[config.mk]
export PLATFORM = sky130hd
export DESIGN_NAME = bp_me_lce_req_arbiter_flat
export DESIGN_NICKNAME = d
export VERILOG_FILES = /design/src/rtl/bp_me_lce_req_arbiter_pkg.sv /design/src/rtl/bp_me_lce_req_arbiter_if.sv /design/src/rtl/bp_me_lce_req_arbiter_rr_pick.sv /design/src/rtl/bp_me_lce_req_arbiter.sv /design/src/flat_wrapper.sv
export SDC_FILE = /design/constraint.sdc
export NUM_CORES = 1
export LEC_CHECK = 0
export BUFFER_PORTS_ARGS = -buffer_cell sky130_fd_sc_hd__buf_2
export CAP_MARGIN = 5
export CELL_PAD_IN_SITES_DETAIL_PLACEMENT = 1
export CELL_PAD_IN_SITES_GLOBAL_PLACEMENT = 1
export CORE_AREA = 2 2 143 145
export DETAILED_ROUTE_END_ITERATION = 10
export DIE_AREA = 0 0 145 147
export GPL_TIMING_DRIVEN = 0
export PLACE_DENSITY = 0.85
export SLEW_MARGIN = 20
export SYNTH_ARGS = -nofsm -noshare
export SYNTH_HDL_FRONTEND = slang
export SYNTH_SLANG_ARGS = --single-unit
[constraint.sdc]
create_clock -name clk_i -period 2.35 [get_ports clk_i]
set_input_delay 0.5875 -clock clk_i [delete_from_list [all_inputs] [get_ports clk_i]]
set_output_delay 0.5875 -clock clk_i [all_outputs]
set_load 0.05 [all_outputs]
[src/rtl/bp_me_lce_req_arbiter_pkg.sv]
//-----------------------------------------------------------------------------
// Module  : bp_me_lce_req_arbiter_pkg
// Purpose : Shared types for the LCE request arbiter: processor config
//           selector, BedRock LCE request message layout, output register
//           state encoding and a width helper.
// Config  : none
// Revision: 1.0 - initial release
//-----------------------------------------------------------------------------
`default_nettype none

package bp_me_lce_req_arbiter_pkg;

   // Processor configurations known to this slice
   typedef enum logic [3:0] {
      e_bp_unicore_half_cfg = 4'd0
   } bp_params_e;

   // Geometry of e_bp_unicore_half_cfg
   localparam int paddr_width_p     = 40;
   localparam int cce_block_width_p = 64;
   localparam int lce_id_width_p    = 4;
   localparam int cce_id_width_p    = 4;
   localparam int lce_assoc_p       = 8;

   typedef enum logic [2:0] {
      e_bedrock_req_rd_miss = 3'd0,
      e_bedrock_req_wr_miss = 3'd1,
      e_bedrock_req_uc_rd   = 3'd2,
      e_bedrock_req_uc_wr   = 3'd3
   } bp_bedrock_req_type_e;

   typedef struct packed {
      logic [cce_block_width_p-1:0]   data;
      logic [$clog2(lce_assoc_p)-1:0] lru_way_id;
      logic [lce_id_width_p-1:0]      src_id;
      logic [cce_id_width_p-1:0]      dst_id;
      logic [paddr_width_p-1:0]       addr;
      logic [1:0]                     size;
      bp_bedrock_req_type_e           msg_type;
   } bp_bedrock_lce_req_msg_s;

   // One-entry output register occupancy
   typedef enum logic [0:0] {
      e_arb_empty = 1'b0,
      e_arb_full  = 1'b1
   } bp_me_arb_state_e;

   // Packed LCE request width for a given processor config
   function automatic int lce_req_msg_width(bp_params_e cfg);
      case (cfg)
         e_bp_unicore_half_cfg: return $bits(bp_bedrock_lce_req_msg_s);
         default:               return $bits(bp_bedrock_lce_req_msg_s);
      endcase
   endfunction

endpackage

`default_nettype wire

[src/rtl/bp_me_lce_req_arbiter_if.sv]
//-----------------------------------------------------------------------------
// Module  : bp_me_lce_req_arbiter_if
// Purpose : Bundle of the request-side and CCE-side handshake signals of the
//           LCE request arbiter.
//   lce_req_i/lce_req_v_i/lce_req_yumi_o : per-slot requests (valid-yumi)
//   lce_req_o/lce_req_v_o/lce_req_ready_then_i : merged output (ready-then-valid)
//   grant_id_o : slot index of the held message
//   slave modport = arbiter view, master modport = surrounding fabric view
// Config  : none
// Revision: 1.0 - initial release
//-----------------------------------------------------------------------------
`default_nettype none

interface bp_me_lce_req_arbiter_if
   import bp_me_lce_req_arbiter_pkg::*;
 #(parameter int num_lce_p   = 2
  ,parameter int msg_width_p = lce_req_msg_width(e_bp_unicore_half_cfg)
  );

   logic [num_lce_p*msg_width_p-1:0] lce_req_i;
   logic [num_lce_p-1:0]             lce_req_v_i;
   logic [num_lce_p-1:0]             lce_req_yumi_o;
   logic [msg_width_p-1:0]           lce_req_o;
   logic                             lce_req_v_o;
   logic                             lce_req_ready_then_i;
   logic [$clog2(num_lce_p)-1:0]     grant_id_o;

   modport slave (
      input  lce_req_i, lce_req_v_i, lce_req_ready_then_i,
      output lce_req_yumi_o, lce_req_o, lce_req_v_o, grant_id_o
   );

   modport master (
      output lce_req_i, lce_req_v_i, lce_req_ready_then_i,
      input  lce_req_yumi_o, lce_req_o, lce_req_v_o, grant_id_o
   );

endinterface

`default_nettype wire

[src/rtl/bp_me_lce_req_arbiter_rr_pick.sv]
//-----------------------------------------------------------------------------
// Module  : bp_me_rr_pick
// Purpose : Combinational rotate-priority selector. The search starts at the
//           slot after last_i and wraps; the first valid slot wins.
//   v_i        : per-slot request valid
//   last_i     : index of the most recent grant
//   grant_oh_o : one-hot grant (all zero when nothing is valid)
//   grant_id_o : index of the granted slot
//   grant_v_o  : a slot was selected
// Config  : none
// Revision: 1.0 - initial release
//-----------------------------------------------------------------------------
`default_nettype none

module bp_me_rr_pick
 #(parameter int num_p = 2
  ,localparam int id_width_lp = $clog2(num_p)
  )
  (input  logic [num_p-1:0]       v_i
  ,input  logic [id_width_lp-1:0] last_i
  ,output logic [num_p-1:0]       grant_oh_o
  ,output logic [id_width_lp-1:0] grant_id_o
  ,output logic                   grant_v_o
  );

   int w_idx;

   // Walk from the farthest candidate to the nearest so the nearest valid
   // slot is the last one written and therefore wins.
   always_comb begin
      grant_id_o = '0;
      grant_v_o  = 1'b0;
      w_idx      = 0;
      for (int off = num_p; off >= 1; off--) begin
         w_idx = int'(last_i) + off;
         if (w_idx >= num_p) w_idx = w_idx - num_p;
         if (v_i[w_idx]) begin
            grant_id_o = id_width_lp'(w_idx);
            grant_v_o  = 1'b1;
         end
      end
   end

   assign grant_oh_o = grant_v_o ? ({{(num_p-1){1'b0}}, 1'b1} << grant_id_o) : '0;

endmodule

`default_nettype wire

[src/rtl/bp_me_lce_req_arbiter.sv]
//-----------------------------------------------------------------------------
// Module  : bp_me_lce_req_arbiter
// Purpose : Round-robin merge of num_lce_p LCE request streams into one
//           CCE-bound port through a one-entry output register, with a sticky
//           flag for requests whose src_id disagrees with their slot.
//   clk_i, reset_n_i : clock, asynchronous active-low reset
//   bus (slave)      : requests in, merged request out, grant_id_o
//   src_err_o        : sticky src_id mismatch flag
//   stat_grants_o / stat_max_wait_o : per-slot statistics (optional)
// Config  : BP_ME_LCE_REQ_ARB_STATS_EN adds per-slot 32-bit saturating grant
//           counters and 16-bit saturating max-wait counters.
// Revision: 1.0 - initial release
//-----------------------------------------------------------------------------
`default_nettype none

module bp_me_lce_req_arbiter
   import bp_me_lce_req_arbiter_pkg::*;
 #(parameter bp_params_e bp_params_p = e_bp_unicore_half_cfg
  ,parameter int num_lce_p     = 2
  ,parameter int lce_id_base_p = 0
  ,localparam int lce_req_msg_width_lp = lce_req_msg_width(bp_params_p)
  ,localparam int grant_id_width_lp    = $clog2(num_lce_p)
  )
  (input  logic                         clk_i
  ,input  logic                         reset_n_i
  ,bp_me_lce_req_arbiter_if.slave       bus
  ,output logic                         src_err_o
`ifdef BP_ME_LCE_REQ_ARB_STATS_EN
  ,output logic [num_lce_p*32-1:0]      stat_grants_o
  ,output logic [num_lce_p*16-1:0]      stat_max_wait_o
`endif
  );

   bp_me_arb_state_e                r_state, w_state_n;
   bp_bedrock_lce_req_msg_s         r_msg, w_sel_msg;
   logic [grant_id_width_lp-1:0]    r_grant_id, r_last_grant;
   logic                            r_src_err;

   logic [num_lce_p-1:0]            w_pick_oh, w_yumi;
   logic [grant_id_width_lp-1:0]    w_pick_id;
   logic                            w_pick_v, w_drain, w_load;
   logic [lce_id_width_p-1:0]       w_exp_src;

   bp_me_rr_pick #(.num_p(num_lce_p)) u_pick (
      .v_i        (bus.lce_req_v_i),
      .last_i     (r_last_grant),
      .grant_oh_o (w_pick_oh),
      .grant_id_o (w_pick_id),
      .grant_v_o  (w_pick_v)
   );

   assign w_sel_msg = bp_bedrock_lce_req_msg_s'(
      bus.lce_req_i[int'(w_pick_id)*lce_req_msg_width_lp +: lce_req_msg_width_lp]);
   assign w_exp_src = lce_id_width_p'(lce_id_base_p + int'(w_pick_id));

   // Occupancy FSM: a new grant is accepted when empty or when the held
   // message leaves this same cycle, giving one message per cycle.
   always_comb begin
      w_state_n = r_state;
      w_drain   = (r_state == e_arb_full) && bus.lce_req_ready_then_i;
      w_load    = ((r_state == e_arb_empty) || w_drain) && w_pick_v;
      if (w_load)       w_state_n = e_arb_full;
      else if (w_drain) w_state_n = e_arb_empty;
   end

   // Gate with the reset pin so no upstream message is taken while held in reset
   assign w_yumi = (w_load && reset_n_i) ? w_pick_oh : '0;

   always_ff @(posedge clk_i or negedge reset_n_i) begin
      if (!reset_n_i) begin
         r_state      <= e_arb_empty;
         r_msg        <= '0;
         r_grant_id   <= '0;
         r_last_grant <= grant_id_width_lp'(num_lce_p - 1);
         r_src_err    <= 1'b0;
      end else begin
         r_state <= w_state_n;
         if (w_load) begin
            r_msg        <= w_sel_msg;
            r_grant_id   <= w_pick_id;
            r_last_grant <= w_pick_id;
            if (w_sel_msg.src_id != w_exp_src) r_src_err <= 1'b1;
         end
      end
   end

   assign bus.lce_req_yumi_o = w_yumi;
   assign bus.lce_req_o      = r_msg;
   assign bus.lce_req_v_o    = (r_state == e_arb_full);
   assign bus.grant_id_o     = r_grant_id;
   assign src_err_o          = r_src_err;

`ifdef BP_ME_LCE_REQ_ARB_STATS_EN
   for (genvar k = 0; k < num_lce_p; k++) begin : g_stats
      logic [31:0] r_grants;
      logic [15:0] r_cur_wait, r_max_wait, w_wait_inc;

      assign w_wait_inc = (r_cur_wait == 16'hFFFF) ? r_cur_wait : r_cur_wait + 16'd1;

      always_ff @(posedge clk_i or negedge reset_n_i) begin
         if (!reset_n_i) begin
            r_grants   <= '0;
            r_cur_wait <= '0;
            r_max_wait <= '0;
         end else begin
            if (w_yumi[k] && (r_grants != 32'hFFFF_FFFF)) r_grants <= r_grants + 32'd1;
            // A wait streak is the run of cycles valid but not granted
            if (bus.lce_req_v_i[k] && !w_yumi[k]) begin
               r_cur_wait <= w_wait_inc;
               if (w_wait_inc > r_max_wait) r_max_wait <= w_wait_inc;
            end else begin
               r_cur_wait <= '0;
            end
         end
      end

      assign stat_grants_o[k*32 +: 32]   = r_grants;
      assign stat_max_wait_o[k*16 +: 16] = r_max_wait;
   end
`endif

endmodule

`default_nettype wire
[src/flat_wrapper.sv]
// flat-port wrapper written by rule: the top's interface ports become plain ports
module bp_me_lce_req_arbiter_flat import bp_me_lce_req_arbiter_pkg::*;
#(parameter bp_params_e bp_params_p = e_bp_unicore_half_cfg
  ,parameter int num_lce_p     = 2
  ,parameter int lce_id_base_p = 0
  ,localparam int lce_req_msg_width_lp = lce_req_msg_width(bp_params_p)
  ,localparam int grant_id_width_lp    = $clog2(num_lce_p)
  )
  (clk_i, reset_n_i, src_err_o, bus_lce_req_i, bus_lce_req_v_i, bus_lce_req_ready_then_i, bus_lce_req_yumi_o, bus_lce_req_o, bus_lce_req_v_o, bus_grant_id_o);
  bp_me_lce_req_arbiter_if #(.num_lce_p(num_lce_p)) bus_i ();
  input  logic clk_i;
  input  logic reset_n_i;
  output logic src_err_o;
  input wire logic [$bits(bus_i.lce_req_i)-1:0] bus_lce_req_i;
  input wire logic [$bits(bus_i.lce_req_v_i)-1:0] bus_lce_req_v_i;
  input wire logic [$bits(bus_i.lce_req_ready_then_i)-1:0] bus_lce_req_ready_then_i;
  output wire logic [$bits(bus_i.lce_req_yumi_o)-1:0] bus_lce_req_yumi_o;
  output wire logic [$bits(bus_i.lce_req_o)-1:0] bus_lce_req_o;
  output wire logic [$bits(bus_i.lce_req_v_o)-1:0] bus_lce_req_v_o;
  output wire logic [$bits(bus_i.grant_id_o)-1:0] bus_grant_id_o;
  assign bus_i.lce_req_i = bus_lce_req_i;
  assign bus_i.lce_req_v_i = bus_lce_req_v_i;
  assign bus_i.lce_req_ready_then_i = bus_lce_req_ready_then_i;
  assign bus_lce_req_yumi_o = bus_i.lce_req_yumi_o;
  assign bus_lce_req_o = bus_i.lce_req_o;
  assign bus_lce_req_v_o = bus_i.lce_req_v_o;
  assign bus_grant_id_o = bus_i.grant_id_o;
  bp_me_lce_req_arbiter #(.bp_params_p(bp_params_p), .num_lce_p(num_lce_p), .lce_id_base_p(lce_id_base_p)) u_core (.clk_i(clk_i), .reset_n_i(reset_n_i), .bus(bus_i), .src_err_o(src_err_o));
endmodule
==> run summary <==
Synth Instances - 407
Max Used Layer - met4
metal2 WL - 10180 um
Nets - 1045
Startpoint Class - flop
Die Y - 147 um
Top cell by count, worst path - buf_12
H-Tree Depth - 4
critical path, cell by cell - nand2b_4 -> o21a_1 -> buf_6 -> buf_12 -> buf_12 -> and3b_2 -> buf_8
Mapped Area - 6096 um^2
full die area - 21320 um^2
Area contributors post-synth - dfrtp_1 (50%), mux2_2 (34%), mux2_1 (10%)
DR pass1 iterations - 4
Iter 0 DRT Violations - 86
Final Max Tran Viols - 0
antenna violations before repair - 0
count leader, synth - mux2_2
first-pass GRT wire length - 30890 um
fill count - 2211
internal power - 5.107 mW
via count - 4967
RSZ-0062 raised after global routing - no
Synth Warn # - 0
CTS tree - yes
Worst-path clk slew - 0.06 ns
PortBufs - 369
DR DRC count - 0
share of cells above drive strength 1 - 75.89%
Post-synth top flop - dfrtp_1
origin of the critical flop-to-flop path - u_core.bus.lce_req_v_o$_DFFE_PN0P_
Switch Pwr - 3.291 mW
diode count - 0
Num CTS Buffers - 17
Core Rows - 52
Fin Setup TNS - 0 ns
crit end category - output pin
IO Count - 370
number of global-route vias before repair - 5725
delay of the slowest cell on the worst path - 0.38 ns
placement-stage cell area - 8315 um^2
Max clock buf depth - 2
Die X-Extent - 145 um
Worst Max-Slew Pin Slew - 0.5388 ns
Yosys top cell area share - 50.49%
Final min period - 2.268 ns
Worst VDD drop - 464.9 uV
status - completed
worst hold-check path type - primary input to async pin
Vias/cell - 4.586
routed wl met3 - 1605 um
root buffer cell - clkbuf_16
endpoints failing setup - 0
worst hold slack - 0.1001 ns
GRT overflow - 0
Comb power frac - 37.4%
Clock Sinks - 124
synthesis-stage register bit count - 124
Final Hold Viols - 0
top cells by count, synth - mux2_2 (184), dfrtp_1 (123), mux2_1 (56)
sequential power share - 32.6%
sw frac - 39.19%
slew margin rel. - 64.08%
Antenna Violating Nets Remaining - 0
distinct cell type count after synthesis - 22
drt total wl - 19390 um
syn nets - 652
clk_lat worst skew - 0.41 ns
GPL Wtd Cong - 0.7302
area grow syn2layout - 47.50%
critical path class - flop to output pin
Crit. Startpoint - u_core.bus.lce_req_v_o$_DFFE_PN0P_
design area - 8991 um^2
share of the yosys chip area belonging to registers - 50.92%
P_leak - 4.343 nW
Critical-path top delay cell - dfrtp_1
Core Region - 19840 um^2
Max-Cap Viols - 0
Clock Skews - 0.007970 ns
Avg Inst Size Synth - 14.98 um^2
Total GRT Usage - 18.44%
largest net degree at the start of global routing - 58
DP Wirelength - 15620 um
fmax - 0.4409 GHz
Max FO, Critical Path - 6
fraction of registers with async set or reset after synthesis - 100.0%
Pwr Density - 934.1 nW/um^2
number of enable flip-flop cells after synthesis - 0
Yosys top cell by area - dfrtp_1
Clk pwr share - 30.0%
fin util - 45.31%
Avg WL per Cell - 17.90 um
Starting Density - 30.72%
Tcrit/Tclk final - 96.51%
Worst Path Required - 1.76 ns
WP data arrival - 1.68 ns
Design Power - 8.399 mW
Post-CTS Hold Fix Bufs - 0
wl on met1 - 7226 um
## registers in the layout, indices dropped and copies added, names as in the netlist
register	count
u_core.bus.lce_req_o	120
u_core.bus.lce_req_v_o	1
u_core.r_last_grant	1
u_core.bus.grant_id_o	1
u_core.src_err_o	1
## metal layers
| metal | global-route usage, % | up-vias |
|---|---|---|
| li1 | - | 2266 |
| met3 | 6.801 | 28 |
| met1 | 19.51 | 2426 |
| met5 | 0 | - |
| met4 | 5.743 | 0 |
| met2 | 34.12 | 247 |
## worst max-delay path, delay by kind of cell, from the launching register on
family,cells,cell delay (ns)
AND/OR/NAND/NOR,2,0.28
AO/OA/AOI/OAI,1,0.12
buffers and inverters,4,0.49
flip-flops,1,0.38
## cell type report
class                           instances  area [um^2]  share of cell area (%)
Buffer                                 26        206.4                   2.296
Clock buffer                           20        436.7                   4.857
Clock inverter                         12        123.9                   1.378
Inverter                                1        3.754                 0.04175
Multi-Input combinational cell        255         2819                   31.35
Sequential cell                       124         3104                   34.53
Tap cell                              270        337.8                   3.757
Timing Repair Buffer                  375         1959                   21.79
## worst paths after layout
kind,to,slack [ns],cells after the start
worst max-delay path,bus_lce_req_yumi_o[0],0.08,7
worst min-delay path,u_core.bus.lce_req_o[112]$_DFFE_PN0P_,0.10,1
worst max register to register,u_core.bus.lce_req_o[55]$_DFFE_PN0P_,0.53,6
worst min register to register,u_core.src_err_o$_DFFE_PN0P_,0.47,1
max in group asynchronous,u_core.bus.lce_req_o[18]$_DFFE_PN0P_,1.56,2
min in group clk_i,u_core.r_last_grant$_DFFE_PN1P_,0.42,2
## timing repair
item                       4_1_cts  5_1_grt
gates cloned                     1        0
setup endpoints to repair        2        1
setup buffers                    3        1
gates resized for setup         17        0
pin swaps                        1        0
## power by group through the flow
stage	Sequential [mW]	Clock [mW]	Combinational (mW)
final	2.74	2.52	3.14
after global routing	2.80	2.69	3.29
after CTS	2.75	2.59	3.18
after detailed placement	2.78	0	3.14
after global placement	2.74	0	3.09
after floorplan	4.18	0	0.784
## through the flow
step,setup WS (ns),std cells
2_1_floorplan,0.04721,407
3_3_place_gp,-1.665,1046
3_5_place_dp,-0.5899,1047
4_1_cts,0.02318,1082
5_1_grt,0.008148,1083
6_report,0.08193,1083
## logic make-up (layout without fill, tap and decap cells)
kind of cell	Yosys count	after routing	share of synthesized area, %
mux	241	241	44.50
simple gates	8	8	0.9032
compound gates	6	6	0.6979
buf+inv	28	434	2.976
flops	124	124	50.92
## layout by cell type (no fill, tap or decap), drive strengths merged
cell type / count
buf: 399
mux2: 240
dfrtp: 123
clkbuf: 21
clkinv: 9
nand2: 2
bufinv: 2
a21boi: 1
nand2b: 1
o21a: 1
and3b: 1
and3: 1
nor2: 1
nor4: 1
nor4b: 1
mux2i: 1
a21o: 1
inv: 1
o21ai: 1
a21oi: 1
a31oi: 1
clkinvlp: 1
bufbuf: 1
dfstp: 1
Note: power is estimated with default switching activity, not from simulation.
